### src/rtl/hrdata_txfmt.sv
// Formats one AHB read word as uppercase ASCII hex (MSB nibble first, optional CR LF) and
// hands the characters one at a time to the COMM front end, with timeout/retry per byte.
module hrdata_txfmt #(
  parameter int unsigned DW        = 32,
  parameter int unsigned TERM_CRLF = 1,
  parameter int unsigned TO_CYC    = 16,
  parameter int unsigned MAX_RETRY = 3
) (
  input  logic          clk,
  input  logic          rstn,
  input  logic          load,
  input  logic [DW-1:0] hrdata,
  input  logic          tx_idle,
  input  logic          tx_work,
  input  logic          cts,
  output logic          xfer,
  output logic [7:0]    data,
  output logic          busy,
  output logic          done,
  output logic          err
);

  localparam int unsigned NIB    = DW / 4;
  localparam int unsigned NBYTES = NIB + 2 * TERM_CRLF;
  localparam int unsigned IW     = (NBYTES > 1) ? $clog2(NBYTES) : 1;
  localparam int unsigned TW     = (TO_CYC > 1) ? $clog2(TO_CYC) : 1;
  localparam int unsigned RW     = (MAX_RETRY > 0) ? $clog2(MAX_RETRY + 1) : 1;
  // One spare bit so NIB itself is representable when NBYTES is a power of two.
  localparam logic [IW:0] NIB_W  = (IW + 1)'(NIB);

  typedef enum logic [1:0] {StIdle, StWaitIdle, StIssue, StWaitStart} state_e;

  state_e        state_q, state_d;
  logic [DW-1:0] word_q, word_d;
  logic [IW-1:0] idx_q, idx_d;
  logic [TW-1:0] cnt_q, cnt_d;
  logic [RW-1:0] retry_q, retry_d;
  logic          done_d, err_d;
  logic          xfer_q;
  logic [7:0]    data_q;

  logic [DW-1:0] shifted;
  logic [3:0]    nib;
  logic [7:0]    char;

  // Character for the current idx; shifting left keeps the selected nibble at the top.
  always_comb begin
    shifted = word_q << {idx_q, 2'b00};
    nib     = shifted[DW-1 -: 4];
    if ({1'b0, idx_q} < NIB_W) begin
      char = (nib <= 4'd9) ? (8'h30 + {4'h0, nib}) : (8'h37 + {4'h0, nib});
    end else if ({1'b0, idx_q} == NIB_W) begin
      char = 8'h0D;
    end else begin
      char = 8'h0A;
    end
  end

  always_comb begin
    state_d = state_q;
    word_d  = word_q;
    idx_d   = idx_q;
    cnt_d   = cnt_q;
    retry_d = retry_q;
    done_d  = 1'b0;
    err_d   = 1'b0;
    unique case (state_q)
      StIdle: begin
        if (load) begin
          word_d  = hrdata;
          idx_d   = '0;
          retry_d = '0;
          state_d = StWaitIdle;
        end
      end
      StWaitIdle: begin
        if (tx_idle && !cts) state_d = StIssue;
      end
      StIssue: begin
        cnt_d   = '0;
        state_d = StWaitStart;
      end
      StWaitStart: begin
        cnt_d = cnt_q + 1'b1;
        if (tx_work) begin
          cnt_d = '0;
          if (idx_q == IW'(NBYTES - 1)) begin
            done_d  = 1'b1;
            state_d = StIdle;
          end else begin
            idx_d   = idx_q + 1'b1;
            retry_d = '0;
            state_d = StWaitIdle;
          end
        end else if (cnt_q == TW'(TO_CYC - 1)) begin
          cnt_d = '0;
          if (retry_q < RW'(MAX_RETRY)) begin
            retry_d = retry_q + 1'b1;
            state_d = StWaitIdle;
          end else begin
            err_d   = 1'b1;
            state_d = StIdle;
          end
        end
      end
      default: state_d = StIdle;
    endcase
  end

  always_ff @(posedge clk or negedge rstn) begin
    if (!rstn) begin
      state_q <= StIdle;
      word_q  <= '0;
      idx_q   <= '0;
      cnt_q   <= '0;
      retry_q <= '0;
      xfer_q  <= 1'b0;
      data_q  <= 8'h00;
      done    <= 1'b0;
      err     <= 1'b0;
    end else begin
      state_q <= state_d;
      word_q  <= word_d;
      idx_q   <= idx_d;
      cnt_q   <= cnt_d;
      retry_q <= retry_d;
      xfer_q  <= (state_d == StIssue);
      if (state_d == StIssue) data_q <= char;
      done    <= done_d;
      err     <= err_d;
    end
  end

  assign xfer = xfer_q;
  assign data = data_q;
  assign busy = (state_q != StIdle);

endmodule

### config.mk
export PLATFORM = sky130hd
export DESIGN_NAME = hrdata_txfmt
export DESIGN_NICKNAME = d
export VERILOG_FILES = /design/src/rtl/hrdata_txfmt.sv
export SDC_FILE = /design/constraint.sdc
export NUM_CORES = 1
export LEC_CHECK = 0
export CAP_MARGIN = 10
export CORE_MARGIN = 4
export CORE_UTILIZATION = 30
export CTS_BUF_LIST = sky130_fd_sc_hd__clkbuf_4 sky130_fd_sc_hd__clkbuf_8 sky130_fd_sc_hd__clkbuf_16
export CTS_CLUSTER_DIAMETER = 60
export DETAILED_ROUTE_END_ITERATION = 8
export SYNTH_ARGS = -nofsm -noshare
export SYNTH_HDL_FRONTEND = slang
export SYNTH_SLANG_ARGS = --single-unit
### constraint.sdc
create_clock -name clk -period 2.7 [get_ports clk]
set_clock_uncertainty 0.2 [all_clocks]
set_input_delay 0.405 -clock clk [delete_from_list [all_inputs] [get_ports clk]]
set_output_delay 0.405 -clock clk [all_outputs]
set_load 0.005 [all_outputs]
### Word level (Yosys, flattened, before mapping)

Cells that the tools add are included.

* output and inout port bits: 12
* flip-flop bits (word level): 55

* eq/ne operators: 13
* magnitude comparators: 3
* add/subtract/negate cells: 5
* mux-type cells: 30
* reduce and logical (&&, ||, !) cells: 9
* shift operators: 1

Operators by type and width (count)
* 32-bit by 6-bit << shifter with 32-bit output: 1
* 4-bit two-way mux: 5
* 2-bit two-way mux: 9
* 4-bit one-hot mux with 2 select lines: 2
* 6-bit by 4-bit adder with 7-bit output (first input constant): 2
* 4-bit == test (second input constant): 3
* 1-bit two-way mux: 9
* 3-bit inequality test (second input constant): 3
* 4-bit by 1-bit adder with 4-bit output (second input constant): 2
* 8-bit two-way mux: 1
* 2-bit one-hot mux with 4 select lines: 1
* 7-bit two-way mux: 1
* 2-bit == test (second input constant): 3
* 2-bit inequality test (second input constant): 3
* 2-bit nonzero test: 3
* 5-bit AND reduction: 1
* 4-bit less-or-equal comparator (second input constant): 1
* 4-bit less-than comparator (second input constant): 1
* 2-bit one-hot mux with 2 select lines: 1
* 4-bit AND reduction: 1
* 3-bit two-way mux: 1
* 2-bit by 1-bit adder with 2-bit output (second input constant): 1
* 2-bit by 1-bit == test with 1-bit output (second input constant): 1
* 2-bit logical NOT: 1
* 4 further kinds: 4

### Depth between registers and ports, before layout

Gate-level depths: netlist of the first run.

* word-level depth: 6
* mapped depth: 10
* depth with buffers taken out: 9

### Worst setup path after synthesis of the first run

Ideal clock, no wire load.

* kind: reg-to-reg
* from: reg idx_q[0]
* to: reg data_q[0] (netlist: data[0])
* required time: 2.377 ns
* stages on the path, launching flop included: 10
* clock period less this slack: 2.798 ns
* arrival time: 2.475 ns
* slack: -0.098 ns
* setup time: 0.123 ns
* cells stage by stage: dfrtp_1 > buf_6 > mux4_1 > a22oi_2 > inv_1 > ha_1 > or2_2 > a21boi_0 > or2_1 > o221a_2

* word-level cells in the longest chain between the ends: 5
* elaborated cells on any way between the ends: 14
* classes of those cells: 2 x add/sub; 2 x order compare; 3 x eq/ne; 1 x shift; 6 x mux

RTL lines
* start: declaration: line 35 `logic [IW-1:0] idx_q, idx_d;`
* start signal: assignment: line 124 `idx_q <= idx_d;`
* branches (longest 5 deep; another with 6-bit by 4-bit adder with 7-bit output)
* end signal: assignment: line 128 `if (state_d == StIssue) data_q <= char;`
* end: declaration: line 40 `logic [7:0] data_q;`

Several ways; the timed one is not identified.
A chain may end at the register's enable or synchronous reset.

### Final worst setup path of the first run

Same ends and word-level chain as after synthesis.

==> results of run 1 <==
cell usage after synthesis, types with 2 or more instances:
cell type,n
sky130_fd_sc_hd__nand2_1,119
sky130_fd_sc_hd__dfrtp_1,54
sky130_fd_sc_hd__nor2_1,13
sky130_fd_sc_hd__clkbuf_1,10
sky130_fd_sc_hd__a21oi_1,8
sky130_fd_sc_hd__inv_1,8
sky130_fd_sc_hd__o21ai_0,8
sky130_fd_sc_hd__ha_1,7
sky130_fd_sc_hd__mux2i_1,7
sky130_fd_sc_hd__nand3_1,5
sky130_fd_sc_hd__mux4_1,4
sky130_fd_sc_hd__nor2b_1,4
sky130_fd_sc_hd__nor3_1,4
sky130_fd_sc_hd__or2_2,4
sky130_fd_sc_hd__buf_2,3
sky130_fd_sc_hd__o31ai_1,3
sky130_fd_sc_hd__a211oi_1,2
sky130_fd_sc_hd__a21boi_0,2
sky130_fd_sc_hd__a22oi_2,2
sky130_fd_sc_hd__a31oi_1,2
sky130_fd_sc_hd__buf_6,2
sky130_fd_sc_hd__mux2_2,2
sky130_fd_sc_hd__nand2b_1,2
sky130_fd_sc_hd__nand3b_1,2
sky130_fd_sc_hd__nand4_1,2
sky130_fd_sc_hd__o211ai_1,2
sky130_fd_sc_hd__xnor2_1,2
how the worst min path moves through the flow:
stage | start | end | depth (start not counted)
after detailed placement | rstn | cnt_q[3] | 2
after floorplan | rstn | cnt_q[0] | 0
after global routing | word_q[3] | word_q[3] | 2
final | word_q[0] | word_q[0] | 2
after CTS | word_q[28] | word_q[28] | 2
after global placement | rstn | cnt_q[3] | 2
registers in the layout, indices dropped and copies added, names as in the netlist:
register  cells
word_q       32
idx_q         4
err           1
retry_q       2
done          1
cnt_q         4
xfer          1
data          7
state_q       2
cells by family (layout without fill, tap and decap cells):
kind of cell               after synthesis  count (layout)  synth area share (%)
adders and majority gates                7               7                  3.21
DFF                                     54              54                  49.6
AOI/OAI and AO/OA                       37              37                  9.69
muxes                                   14              14                  8.08
buffers and inverters                   25              80                  4.27
xor gates and xnor gates                 2               2                 0.643
and+or+nand+nor                        159             159                  24.4
other                                    1               1                 0.138
metrics by stage:
step | setup TNS (ns) | power [W] | std cells | setup WS [ns] | cell area [µm²]
floorplan | 0 | 0.00257 | 299 | 0.00574 | 2720
global placement | 0 | 0.00310 | 451 | 0.0298 | 3360
detailed placement | -0.0680 | 0.00313 | 451 | -0.0373 | 3360
CTS | 0 | 0.00361 | 460 | 0.00694 | 3460
global route | -0.223 | 0.00399 | 462 | -0.0653 | 3490
finish | 0 | 0.00365 | 462 | 0.0112 | 3490
tightest hold or removal path, stage by stage (launching register included):
cell	delay (ns)
sky130_fd_sc_hd__dfrtp_1	0.35
sky130_fd_sc_hd__nand2_1	0.05
sky130_fd_sc_hd__nand2_1	0.05
area by class of cell:
cell class / count / area share, %
inverters: 9 / 0.969
clock inverters: 2 / 0.359
well taps: 108 / 3.88
multi-input cells: 220 / 36.3
repair buffers: 63 / 17.3
clock buffers: 6 / 2.37
flip-flops and latches: 54 / 38.8
timing repair:
action | CTS | global route
hold endpoints to repair | 54 | 0
endpoints found under the setup margin | 4 | 5
pin swaps | 1 | 3
buffers inserted | 0 | 2
hold buffers | 1 | 0
resized for setup | 1 | 3
power groups by stage:
| stage | Clock, W | Sequential [W] | Combinational (W) |
|---|---|---|---|
| 2_1_floorplan | 0 | 0.00130 | 0.00127 |
| 3_3_place_gp | 0 | 0.00141 | 0.00170 |
| 3_5_place_dp | 0 | 0.00142 | 0.00171 |
| 4_1_cts | 0.000486 | 0.00141 | 0.00172 |
| 5_1_grt | 0.000518 | 0.00145 | 0.00202 |
| 6_report | 0.000473 | 0.00140 | 0.00177 |
per-layer routing:
layer	wire (µm)	up-vias
met4	69	0
li1	-	1095
met3	259	4
met5	0	-
met1	2890	985
met2	2690	34
==> reports/metrics.json, run 1 <==
{
  "route": {
    "post_drt_via_cell_ratio": 4.58,
    "dr_wl_cell_um": 12.8,
    "antenna_violating_nets_post_route": 0,
    "drt-initial-drc-count": 93,
    "vias": 2118,
    "drt_drc_violations_left": 0,
    "detail_route.first_pass.iterations": 4,
    "finalWirelength_um": 5910
  },
  "placed_design": {
    "gp_congestion": 0.837,
    "numPortBuffers": 48,
    "dpl.hpwl_um": 4340
  },
  "floorplan": {
    "pin_count": 50,
    "rows": 34,
    "start_util_pct": 31.1,
    "die_width_um": 103,
    "chipHeight_um": 103,
    "dieArea_um2": 10700,
    "core_region_area_um2": 8760
  },
  "grt": {
    "grt_busiest_layer": "met2",
    "grt_pass1_vias": 2163,
    "grt-ovfl-total": 0,
    "grt.total_usage_pct": 11.8,
    "grt_util_met3_pct": 2.01,
    "maximum_number_of_pins_on_one_net_before_global_route_repair": 55,
    "wire_length_of_the_first_global_routing_pass_um": 10100,
    "grt_antenna_before_repair": 0,
    "met2_usage_pct": 18.7,
    "gr_layer_usage_met1_pct": 16.5
  },
  "worst_setup_path": {
    "critical-path-slowest-cell": "sky130_fd_sc_hd__mux4_2",
    "reg2reg_depth": 8,
    "critical_path.startpoint_type": "register",
    "timing.critical_path.mode_cell": "sky130_fd_sc_hd__or2_4",
    "worst-path-max-fanout": 4,
    "cp_data_arrival_time_ns": 2.68,
    "end_kind": "register",
    "cp.depth": 8,
    "timing.critical_path.max_delay_family": "compound AO/OA/AOI/OAI gates",
    "cp_slowest_stage_delay_ns": 0.54,
    "setup.worst_path.class": "reg -> reg",
    "critical_path.reg2reg.endpoint": "data[0]",
    "timing.critical_path.required_ns": 2.69,
    "startpoint": "idx_q[0]",
    "critical_path.n_buffers_inverters": 1,
    "timing.critical_path.to": "data[0]",
    "r2r_setup_slack_ns": 0.01,
    "r2r-start": "idx_q[0]",
    "worstPathCellList": "mux4_2 > a22oi_2 > inv_1 > ha_2 > or2_4 > a21boi_2 > or2_4 > o221a_2"
  },
  "clock_tree": {
    "clk_path_buf_depth": 2,
    "clockRootBuffer": "sky130_fd_sc_hd__clkbuf_8",
    "clk_pin_slew_ns": 0.10,
    "insertion_delay_ns": 0.31,
    "clkSinkCount": 54,
    "cts_max_level": 2,
    "tritoncts_clock_tree": "yes",
    "number_of_buffers_inserted_during_clock_tree_synthesis": 5
  },
  "cells_and_area": {
    "final_util_pct": 39.8,
    "antenna_cells_inserted": 0,
    "fraction_of_layout_cells_with_a_size_suffix_above_1_pct": 12.1,
    "num-nets-final": 398,
    "flow.area_growth_from_synthesis_pct": 28.0,
    "seqCellArea_um2": 1350,
    "multiInputGateArea_um2": 1270,
    "layout.cells.most_common": "sky130_fd_sc_hd__nand2_1",
    "fillerInstances": 931,
    "mostFrequentLayoutCells": "119 x sky130_fd_sc_hd__nand2_1, 53 x sky130_fd_sc_hd__dfrtp_1, 47 x sky130_fd_sc_hd__clkdlybuf4s50_1"
  },
  "power_and_ir_drop": {
    "seq_power_share_pct": 38.4,
    "p_int_w": 0.00226,
    "combinationalPowerShare_pct": 48.6,
    "pwr_density_cell_nw_per_um2": 1050,
    "power.static_leakage_nw": 1.61,
    "power.switching_w": 0.00139,
    "p_clk_share_pct": 13.0,
    "power.switching_fraction_pct": 38.1,
    "max-vdd-ir-drop_uv": 388
  },
  "yosys": {
    "synth_enable_flop_cells": 0,
    "yosysTopAreaCell": "sky130_fd_sc_hd__dfrtp_1",
    "synth-seq-cells": 54,
    "async_flop_share_pct": 100,
    "post_synth_num_cell_types": 43,
    "yosysTopAreaCellShare_pct": 49.6,
    "ys_seq_area_share_pct": 49.6,
    "post_syn_area_per_cell_um2": 9.11,
    "netlist_top_cells_area": "sky130_fd_sc_hd__dfrtp_1 50%, sky130_fd_sc_hd__nand2_1 16%, sky130_fd_sc_hd__mux4_1 3.9%",
    "syn-cell-area_um2": 2730,
    "synth_flop_cell": "sky130_fd_sc_hd__dfrtp_1",
    "post_synthesis_instance_total": 299,
    "net_count_after_synthesis": 344,
    "yosysWarnings": 0
  },
  "sta": {
    "fin_hold_ws_ns": 0.282,
    "slew_viol_final": 0,
    "finalSetupViolCount": 0,
    "maxClockFrequency_mhz": 372,
    "hold_viol": 0,
    "rsz0062_at_grt": "yes",
    "post-route-period-util_pct": 99.6,
    "min_period_ns": 2.69
  },
  "outcome": {
    "status": "finished clean"
  },
  "hold_path": {
    "worst_hold_path_type": "reg -> reg"
  },
  "job": {
    "max-cap-violations": 0
  }
}
No activity file was read; power rests on OpenSTA's default activity.
==> inputs of run 2 (changes only) <==
--- a/config.mk
+++ b/config.mk
@@ -5,12 +5,14 @@
 export SDC_FILE = /design/constraint.sdc
 export NUM_CORES = 1
 export LEC_CHECK = 0
-export CAP_MARGIN = 10
+export CAP_MARGIN = 0
 export CORE_MARGIN = 4
 export CORE_UTILIZATION = 30
 export CTS_BUF_LIST = sky130_fd_sc_hd__clkbuf_4 sky130_fd_sc_hd__clkbuf_8 sky130_fd_sc_hd__clkbuf_16
 export CTS_CLUSTER_DIAMETER = 60
 export DETAILED_ROUTE_END_ITERATION = 8
+export HOLD_SLACK_MARGIN = 0.02
 export SYNTH_ARGS = -nofsm -noshare
 export SYNTH_HDL_FRONTEND = slang
 export SYNTH_SLANG_ARGS = --single-unit
+export TNS_END_PERCENT = 1
==> run 2 against run 1 <==
Effect of this change: via count fell by 0.28%; first-iteration DRC count fell by 8.6%; largest cell class unchanged; core utilization did not move.
==> reports/metrics.json, run 2 (synthesized netlist as in run 1, its figures left out) <==
{
  "outcome": {
    "status": "finished clean"
  },
  "clock_tree": {
    "clk_pin_slew": {"value": 0.10, "unit": "ns", "change": "about the same"},
    "cts_max_level": {"value": 2, "change": "unchanged"},
    "clkSinkCount": {"value": 54, "change": "unchanged"},
    "tritoncts_clock_tree": "yes",
    "number_of_buffers_inserted_during_clock_tree_synthesis": {"value": 5, "change": "unchanged"},
    "insertion_delay": {"value": 0.31, "unit": "ns", "change": "about the same"},
    "clockRootBuffer": "sky130_fd_sc_hd__clkbuf_8",
    "clk_path_buf_depth": {"value": 2, "change": "unchanged"}
  },
  "cells_and_area": {
    "final_util": {"value": 39.8, "unit": "%", "change": "unchanged"},
    "stdcell_count": {"value": 462, "change": "unchanged"},
    "mostFrequentLayoutCells": "119 x sky130_fd_sc_hd__nand2_1, 53 x sky130_fd_sc_hd__dfrtp_1, 47 x sky130_fd_sc_hd__clkdlybuf4s50_1",
    "num-nets-final": {"value": 398, "change": "unchanged"},
    "layout.cells.most_common": "sky130_fd_sc_hd__nand2_1",
    "largest_register_ff_count": {"value": 32, "change": "unchanged"},
    "antenna_cells_inserted": {"value": 0, "change": "unchanged"},
    "flow.area_growth_from_synthesis": {"value": 28.0, "unit": "%", "change": "unchanged"},
    "fraction_of_layout_cells_with_a_size_suffix_above_1": {"value": 12.1, "unit": "%", "change": "unchanged"},
    "largest-register": "word_q"
  },
  "worst_setup_path": {
    "setup.worst_path.class": "reg -> reg",
    "cp_data_arrival_time": {"value": 2.68, "unit": "ns", "change": "about the same"},
    "end_kind": "register",
    "timing.critical_path.required": {"value": 2.69, "unit": "ns", "change": "about the same"},
    "worst-path-max-fanout": {"value": 4, "change": "unchanged"},
    "critical_path.startpoint_type": "register"
  },
  "power_and_ir_drop": {
    "power.static_leakage": {"value": 1.61, "unit": "nW", "change": "unchanged"},
    "max-vdd-ir-drop": {"value": 388, "unit": "µV", "change": "about the same"},
    "pwr_density_cell": {"value": 1050, "unit": "nW/µm²", "change": "about the same"}
  },
  "sta": {
    "min_period": {"value": 2.69, "unit": "ns", "change": "-0.000568 ns"},
    "setup_total_negative_slack": {"value": 0, "unit": "ns", "change": "unchanged"},
    "maxClockFrequency": {"value": 372, "unit": "MHz", "change": "about the same"},
    "slew_viol_final": {"value": 0, "change": "unchanged"},
    "fin_hold_ws": {"value": 0.282, "unit": "ns", "change": "+0.0000220 ns"},
    "post-route-period-util": {"value": 99.6, "unit": "%", "change": "about the same"},
    "finalSetupViolCount": {"value": 0, "change": "unchanged"},
    "fin_ws": {"value": 0.0117, "unit": "ns", "change": "+0.000568 ns"},
    "hold_viol": {"value": 0, "change": "unchanged"},
    "rsz0062_at_grt": "yes"
  },
  "route": {
    "drt_drc_violations_left": {"value": 0, "change": "unchanged"},
    "post_drt_via_cell_ratio": {"value": 4.57, "change": "-0.28%"},
    "finalWirelength": {"value": 5930, "unit": "µm", "change": "+0.30%"},
    "drt-initial-drc-count": {"value": 85, "change": "-8.6%"},
    "detail_route.first_pass.iterations": {"value": 4, "change": "unchanged"},
    "dr_wl_met2": {"value": 2700, "unit": "µm", "change": "+0.63%"},
    "wl_met3": {"value": 261, "unit": "µm", "change": "+0.77%"},
    "highest-signal-layer": "met4",
    "dr_wl_cell": {"value": 12.8, "unit": "µm", "change": "+0.30%"},
    "antenna_violating_nets_post_route": {"value": 0, "change": "unchanged"},
    "routedLengthMet1": {"value": 2890, "unit": "µm", "change": "about the same"},
    "vias": {"value": 2112, "change": "-0.28%"}
  },
  "grt": {
    "grt-ovfl-total": {"value": 0, "change": "unchanged"},
    "grt_pass1_vias": {"value": 2163, "change": "unchanged"},
    "grt_antenna_before_repair": {"value": 0, "change": "unchanged"},
    "grt.total_usage": {"value": 11.8, "unit": "%", "change": "unchanged"},
    "wire_length_of_the_first_global_routing_pass": {"value": 10100, "unit": "µm", "change": "unchanged"},
    "maximum_number_of_pins_on_one_net_before_global_route_repair": {"value": 55, "change": "unchanged"}
  },
  "placed_design": {
    "dp.cells": {"value": 451, "change": "unchanged"},
    "preCtsSetupSlack": {"value": -0.0373, "unit": "ns", "change": "unchanged"},
    "numPortBuffers": {"value": 48, "change": "unchanged"},
    "dpl.hpwl": {"value": 4340, "unit": "µm", "change": "unchanged"},
    "gp_congestion": {"value": 0.837, "change": "unchanged"}
  },
  "floorplan": {
    "die_width": {"value": 103, "unit": "µm", "change": "unchanged"},
    "chipHeight": {"value": 103, "unit": "µm", "change": "unchanged"},
    "start_util": {"value": 31.1, "unit": "%", "change": "unchanged"},
    "core_region_area": {"value": 8760, "unit": "µm²", "change": "unchanged"},
    "rows": {"value": 34, "change": "unchanged"},
    "pin_count": {"value": 50, "change": "unchanged"},
    "dieArea": {"value": 10700, "unit": "µm²", "change": "unchanged"}
  },
  "hold_path": {
    "worst_hold_path_type": "reg -> reg"
  },
  "job": {
    "max-cap-violations": {"value": 0, "change": "unchanged"}
  }
}
==> run 2: cell counts in the layout (fill, tap and decap cells not counted) <==
Identical to the previous run, type by type.
==> run 2: worst paths after layout <==
path | startpoint | endpoint | slack (ns) | cells after the start
max | idx_q[0] | data[0] | 0.01 | 8
min | word_q[0] | word_q[0] | 0.28 | 2
max reg2reg | idx_q[0] | data[0] | 0.01 | 8
min reg2reg | word_q[0] | word_q[0] | 0.28 | 2
max in group asynchronous | rstn | idx_q[0] | 1.64 | 3
min in group asynchronous | rstn | cnt_q[3] | 0.41 | 3
==> run 2: final cells by class <==
type                    instances  area (µm²)
fillers                       931        5280
flip-flops and latches         54        1350
multi-input cells             220        1270
repair buffers                 63         603
well taps                     108         135
clock buffers                   6        82.6
inverters                       9        33.8
clock inverters                 2        12.5
==> run 2: routing by layer <==
metal,GRT usage [%],vias to the layer above
met1,16.5,982
met2,18.7,34
met3,2.01,4
li1,-,1092
met5,0,-
met4,3.59,0
==> run 2: timing repair <==
item                                    in CTS  in global routing
gates cloned                                 0                  0
endpoints found under the setup margin       4                  5
hold buffers                                 1                  0
pin swaps                                    1                  2
resized for setup                            1                  3
hold endpoints to repair                    54                  0
setup buffers                                0                  2
==> run 2: report_power, final <==
part	leakage [nW]	internal, W	switching, W	total [W]
clock	0.0472	0.000207	0.000265	0.000472
sequential	0.681	0.00114	0.000259	0.00140
combinational	0.884	0.000909	0.000865	0.00177
==> run 2: worst max-delay path: stages, from the launching register on <==
cell	delay, ns
sky130_fd_sc_hd__dfrtp_2	0.43
sky130_fd_sc_hd__mux4_2	0.54
sky130_fd_sc_hd__a22oi_2	0.23
sky130_fd_sc_hd__inv_1	0.08
sky130_fd_sc_hd__ha_2	0.18
sky130_fd_sc_hd__or2_4	0.25
sky130_fd_sc_hd__a21boi_2	0.17
sky130_fd_sc_hd__or2_4	0.25
sky130_fd_sc_hd__o221a_2	0.24
==> run 2: metrics by stage <==
| stage | power (W) | instance area (µm²) |
|---|---|---|
| floorplan | 0.00257 | 2720 |
| finish | 0.00365 | 3490 |
| global placement | 0.00310 | 3360 |
| global route | 0.00399 | 3490 |
| detailed placement | 0.00313 | 3360 |
| CTS | 0.00361 | 3460 |
==> inputs of run 3 (changes only) <==
--- a/config.mk
+++ b/config.mk
@@ -11,6 +11,7 @@
 export CTS_BUF_LIST = sky130_fd_sc_hd__clkbuf_4 sky130_fd_sc_hd__clkbuf_8 sky130_fd_sc_hd__clkbuf_16
 export CTS_CLUSTER_DIAMETER = 60
 export DETAILED_ROUTE_END_ITERATION = 8
+export GPL_TIMING_DRIVEN = 0
 export HOLD_SLACK_MARGIN = 0.02
 export SYNTH_ARGS = -nofsm -noshare
 export SYNTH_HDL_FRONTEND = slang
==> run 3 against run 2 <==
Effect of this change: power rose by 8.5%; routed wire length grew 6.9%; largest cell class unchanged; the run now ends with negative setup slack left; largest power group unchanged; critical path depth up 6; sequential cell count did not move; clock power grew 14%; first-iteration DRC count is 38% lower; critical path type unchanged; die area stayed put; core utilization increased by 1.1 points.
==> reports/metrics.json, run 3 (synthesized netlist as in run 1, its figures left out) <==
{
  "grt": {
    "grt-ovfl-total": {"value": 0, "change": "unchanged"},
    "grt_antenna_before_repair": {"value": 0, "change": "unchanged"},
    "grt.total_usage": {"value": 12.9, "unit": "%", "change": "+1.1 points"},
    "wire_length_of_the_first_global_routing_pass": {"value": 10800, "unit": "µm", "change": "+7.2%"},
    "maximum_number_of_pins_on_one_net_before_global_route_repair": {"value": 35, "change": "-36%"},
    "grt_pass1_vias": {"value": 2238, "change": "+3.5%"}
  },
  "clock_tree": {
    "clk_pin_slew": {"value": 0.10, "unit": "ns", "change": "about the same"},
    "clockRootBuffer": "sky130_fd_sc_hd__clkbuf_8",
    "insertion_delay": {"value": 0.30, "unit": "ns", "change": "about the same"},
    "cts_max_level": {"value": 2, "change": "unchanged"},
    "number_of_buffers_inserted_during_clock_tree_synthesis": {"value": 5, "change": "unchanged"},
    "clkSinkCount": {"value": 54, "change": "unchanged"},
    "clk_path_buf_depth": {"value": 2, "change": "unchanged"},
    "tritoncts_clock_tree": "yes"
  },
  "cells_and_area": {
    "antenna_cells_inserted": {"value": 0, "change": "unchanged"},
    "fillerInstances": {"value": 902, "change": "-3.1%"},
    "largest-register": "word_q",
    "num-nets-final": {"value": 412, "change": "+3.5%"},
    "largest_register_ff_count": {"value": 32, "change": "unchanged"},
    "final_util": {"value": 40.9, "unit": "%", "change": "+1.1 points"},
    "flow.area_growth_from_synthesis_pct": 31.5,
    "multiInputGateArea": {"value": 1280, "unit": "µm²", "change": "+1.3%"},
    "layout.cell_area.non_filler": {"value": 3580, "unit": "µm²", "change": "+2.8%"},
    "stdcell_count": {"value": 476, "change": "+3.0%"},
    "seqCellArea": {"value": 1350, "unit": "µm²", "change": "about the same"},
    "mostFrequentLayoutCells": "119 x sky130_fd_sc_hd__nand2_1, 54 x sky130_fd_sc_hd__dfrtp_1, 47 x sky130_fd_sc_hd__clkdlybuf4s50_1",
    "layout.cells.most_common": "sky130_fd_sc_hd__nand2_1",
    "fraction_of_layout_cells_with_a_size_suffix_above_1": {"value": 12.5, "unit": "%", "change": "+0.35 points"}
  },
  "route": {
    "vias": {"value": 2200, "change": "+4.2%"},
    "post_drt_via_cell_ratio": {"value": 4.62, "change": "+1.1%"},
    "drt_drc_violations_left": {"value": 0, "change": "unchanged"},
    "dr_wl_cell": {"value": 13.3, "unit": "µm", "change": "+3.8%"},
    "detail_route.first_pass.iterations": {"value": 4, "change": "unchanged"},
    "finalWirelength": {"value": 6340, "unit": "µm", "change": "+6.9%"},
    "antenna_violating_nets_post_route": {"value": 0, "change": "unchanged"},
    "drt-initial-drc-count": {"value": 53, "change": "-38%"}
  },
  "worst_setup_path": {
    "reg2reg_depth": {"value": 14, "change": "+6"},
    "worst-path-max-fanout": {"value": 6, "change": "+2"},
    "timing.critical_path.required": {"value": 2.75, "unit": "ns", "change": "+0.06 ns"},
    "critical_path.reg2reg.endpoint": "data[0]",
    "r2r_setup_slack": {"value": -0.11, "unit": "ns", "change": "-0.12 ns"},
    "cp_data_arrival_time": {"value": 2.86, "unit": "ns", "change": "+0.18 ns"},
    "end_kind": "register",
    "setup.worst_path.class": "reg -> reg",
    "r2r-start": "idx_q[0]",
    "critical_path.startpoint_type": "register"
  },
  "hold_path": {
    "worst_hold_path_type": "reg -> reg",
    "cell_count_of_the_worst_hold_path": {"value": 2, "change": "unchanged"},
    "timing.hold.worst_endpoint": "word_q[27]",
    "worstHoldStart": "word_q[27]"
  },
  "outcome": {
    "status": "complete, but fails checks",
    "failed_checks": "negative setup slack"
  },
  "floorplan": {
    "chipHeight": {"value": 103, "unit": "µm", "change": "unchanged"},
    "pin_count": {"value": 50, "change": "unchanged"},
    "dieArea": {"value": 10700, "unit": "µm²", "change": "unchanged"},
    "core_region_area": {"value": 8760, "unit": "µm²", "change": "unchanged"},
    "start_util": {"value": 31.1, "unit": "%", "change": "unchanged"},
    "rows": {"value": 34, "change": "unchanged"},
    "die_width": {"value": 103, "unit": "µm", "change": "unchanged"}
  },
  "sta": {
    "timing.slew.headroom_pct": 63.2,
    "maxClockFrequency": {"value": 356, "unit": "MHz", "change": "-4.4%"},
    "post-route-period-util": {"value": 104, "unit": "%", "change": "+4.6 points"},
    "worst_slew_pin_tran_ns": 0.550,
    "hold_viol": {"value": 0, "change": "unchanged"},
    "rsz0062_at_grt": "yes",
    "finalSetupViolCount": {"value": 4, "change": "+4"},
    "fin_ws": {"value": -0.111, "unit": "ns", "change": "-0.123 ns"},
    "slew_viol_final": {"value": 0, "change": "unchanged"},
    "min_period": {"value": 2.81, "unit": "ns", "change": "+0.123 ns"}
  },
  "placed_design": {
    "numPortBuffers": {"value": 48, "change": "unchanged"},
    "gp_congestion": {"value": 0.803, "change": "-4.0%"},
    "placedInstanceArea": {"value": 3350, "unit": "µm²", "change": "about the same"},
    "dpl.hpwl": {"value": 4760, "unit": "µm", "change": "+9.5%"},
    "dp.cells": {"value": 456, "change": "+1.1%"}
  },
  "power_and_ir_drop": {
    "pwr_density_cell": {"value": 1110, "unit": "nW/µm²", "change": "+5.6%"},
    "power.static_leakage": {"value": 1.67, "unit": "nW", "change": "+3.6%"},
    "max-vdd-ir-drop": {"value": 349, "unit": "µV", "change": "-10%"}
  },
  "job": {
    "max-cap-violations": {"value": 0, "change": "unchanged"}
  }
}
-- run 3: cell types whose count changed in the layout (fill, tap and decap cells not counted), sizes merged --
cell | before | now
buf | 15 | 19
bufinv | 0 | 1
clkinvlp | 1 | 0
clkbuf | 6 | 15
clkinv | 2 | 3
-- run 3: worst max-delay path by stage --
stage / from / endpoint / slack, ns / cells past startpoint
final: idx_q[0] / data[0] / -0.11 / 14
after global routing: idx_q[0] / data[0] / -0.20 / 14
after CTS: idx_q[0] / data[5] / -0.06 / 9
after detailed placement: idx_q[0] / data[5] / -0.19 / 9
after global placement: rstn / word_q[29] / -0.60 / 1
after floorplan: idx_q[0] / data[5] / 0.006 / 9
-- run 3: worst max-delay path, stage by stage, from the launching register on --
cell,delay (ns)
sky130_fd_sc_hd__dfrtp_1,0.40
sky130_fd_sc_hd__buf_6,0.15
sky130_fd_sc_hd__mux4_2,0.55
sky130_fd_sc_hd__a22oi_2,0.20
sky130_fd_sc_hd__inv_1,0.09
sky130_fd_sc_hd__buf_4,0.14
sky130_fd_sc_hd__buf_4,0.12
sky130_fd_sc_hd__buf_4,0.12
sky130_fd_sc_hd__buf_4,0.12
sky130_fd_sc_hd__buf_4,0.12
sky130_fd_sc_hd__buf_4,0.12
sky130_fd_sc_hd__buf_4,0.12
sky130_fd_sc_hd__buf_4,0.12
sky130_fd_sc_hd__nand2_1,0.05
sky130_fd_sc_hd__o221a_2,0.17
-- run 3: final cells by class --
class,count,share of cell area [%]
multi-input cells,220,35.8
clock buffers,5,1.92
clock inverters,3,1.12
well taps,108,3.77
repair buffers,61,16.4
flip-flops and latches,54,37.7
plain buffers,16,2.30
inverters,9,0.943
-- run 3: power by group --
group / internal (W) / total [W] / switching (W)
Clock: 0.000274 / 0.000540 / 0.000267
Sequential: 0.00114 / 0.00134 / 0.000197
Combinational: 0.00105 / 0.00208 / 0.00103
Total: 0.00247 / 0.00396 / 0.00149
-- run 3: per-stage QoR --
stage	total power, W	worst slack, ns	TNS [ns]	hold slack [ns]
2_1_floorplan	0.00257	0.00574	0	-0.0906
3_3_place_gp	0.00306	-0.601	-33.03	0.251
3_5_place_dp	0.00311	-0.190	-0.693	0.193
4_1_cts	0.00395	-0.0580	-0.159	0.283
5_1_grt	0.00433	-0.201	-0.695	0.299
6_report	0.00396	-0.111	-0.314	0.278
-- run 3: what timing repair did --
action,CTS,global route
endpoints found under the hold margin,20,0
cloned,0,0
setup endpoints to repair,5,5
hold buffers,1,0
gates resized for setup,5,2
pin swaps,5,1
setup buffers,11,0
-- run 3: layer usage --
layer	wire [µm]	share of wire, %	GRT usage (%)	vias up
met5	0	0	0	-
met4	42	0.66	2.49	0
met3	339	5.4	2.68	4
met2	2950	47	20.9	49
met1	3000	47	18.0	1023
li1	-	-	-	1124
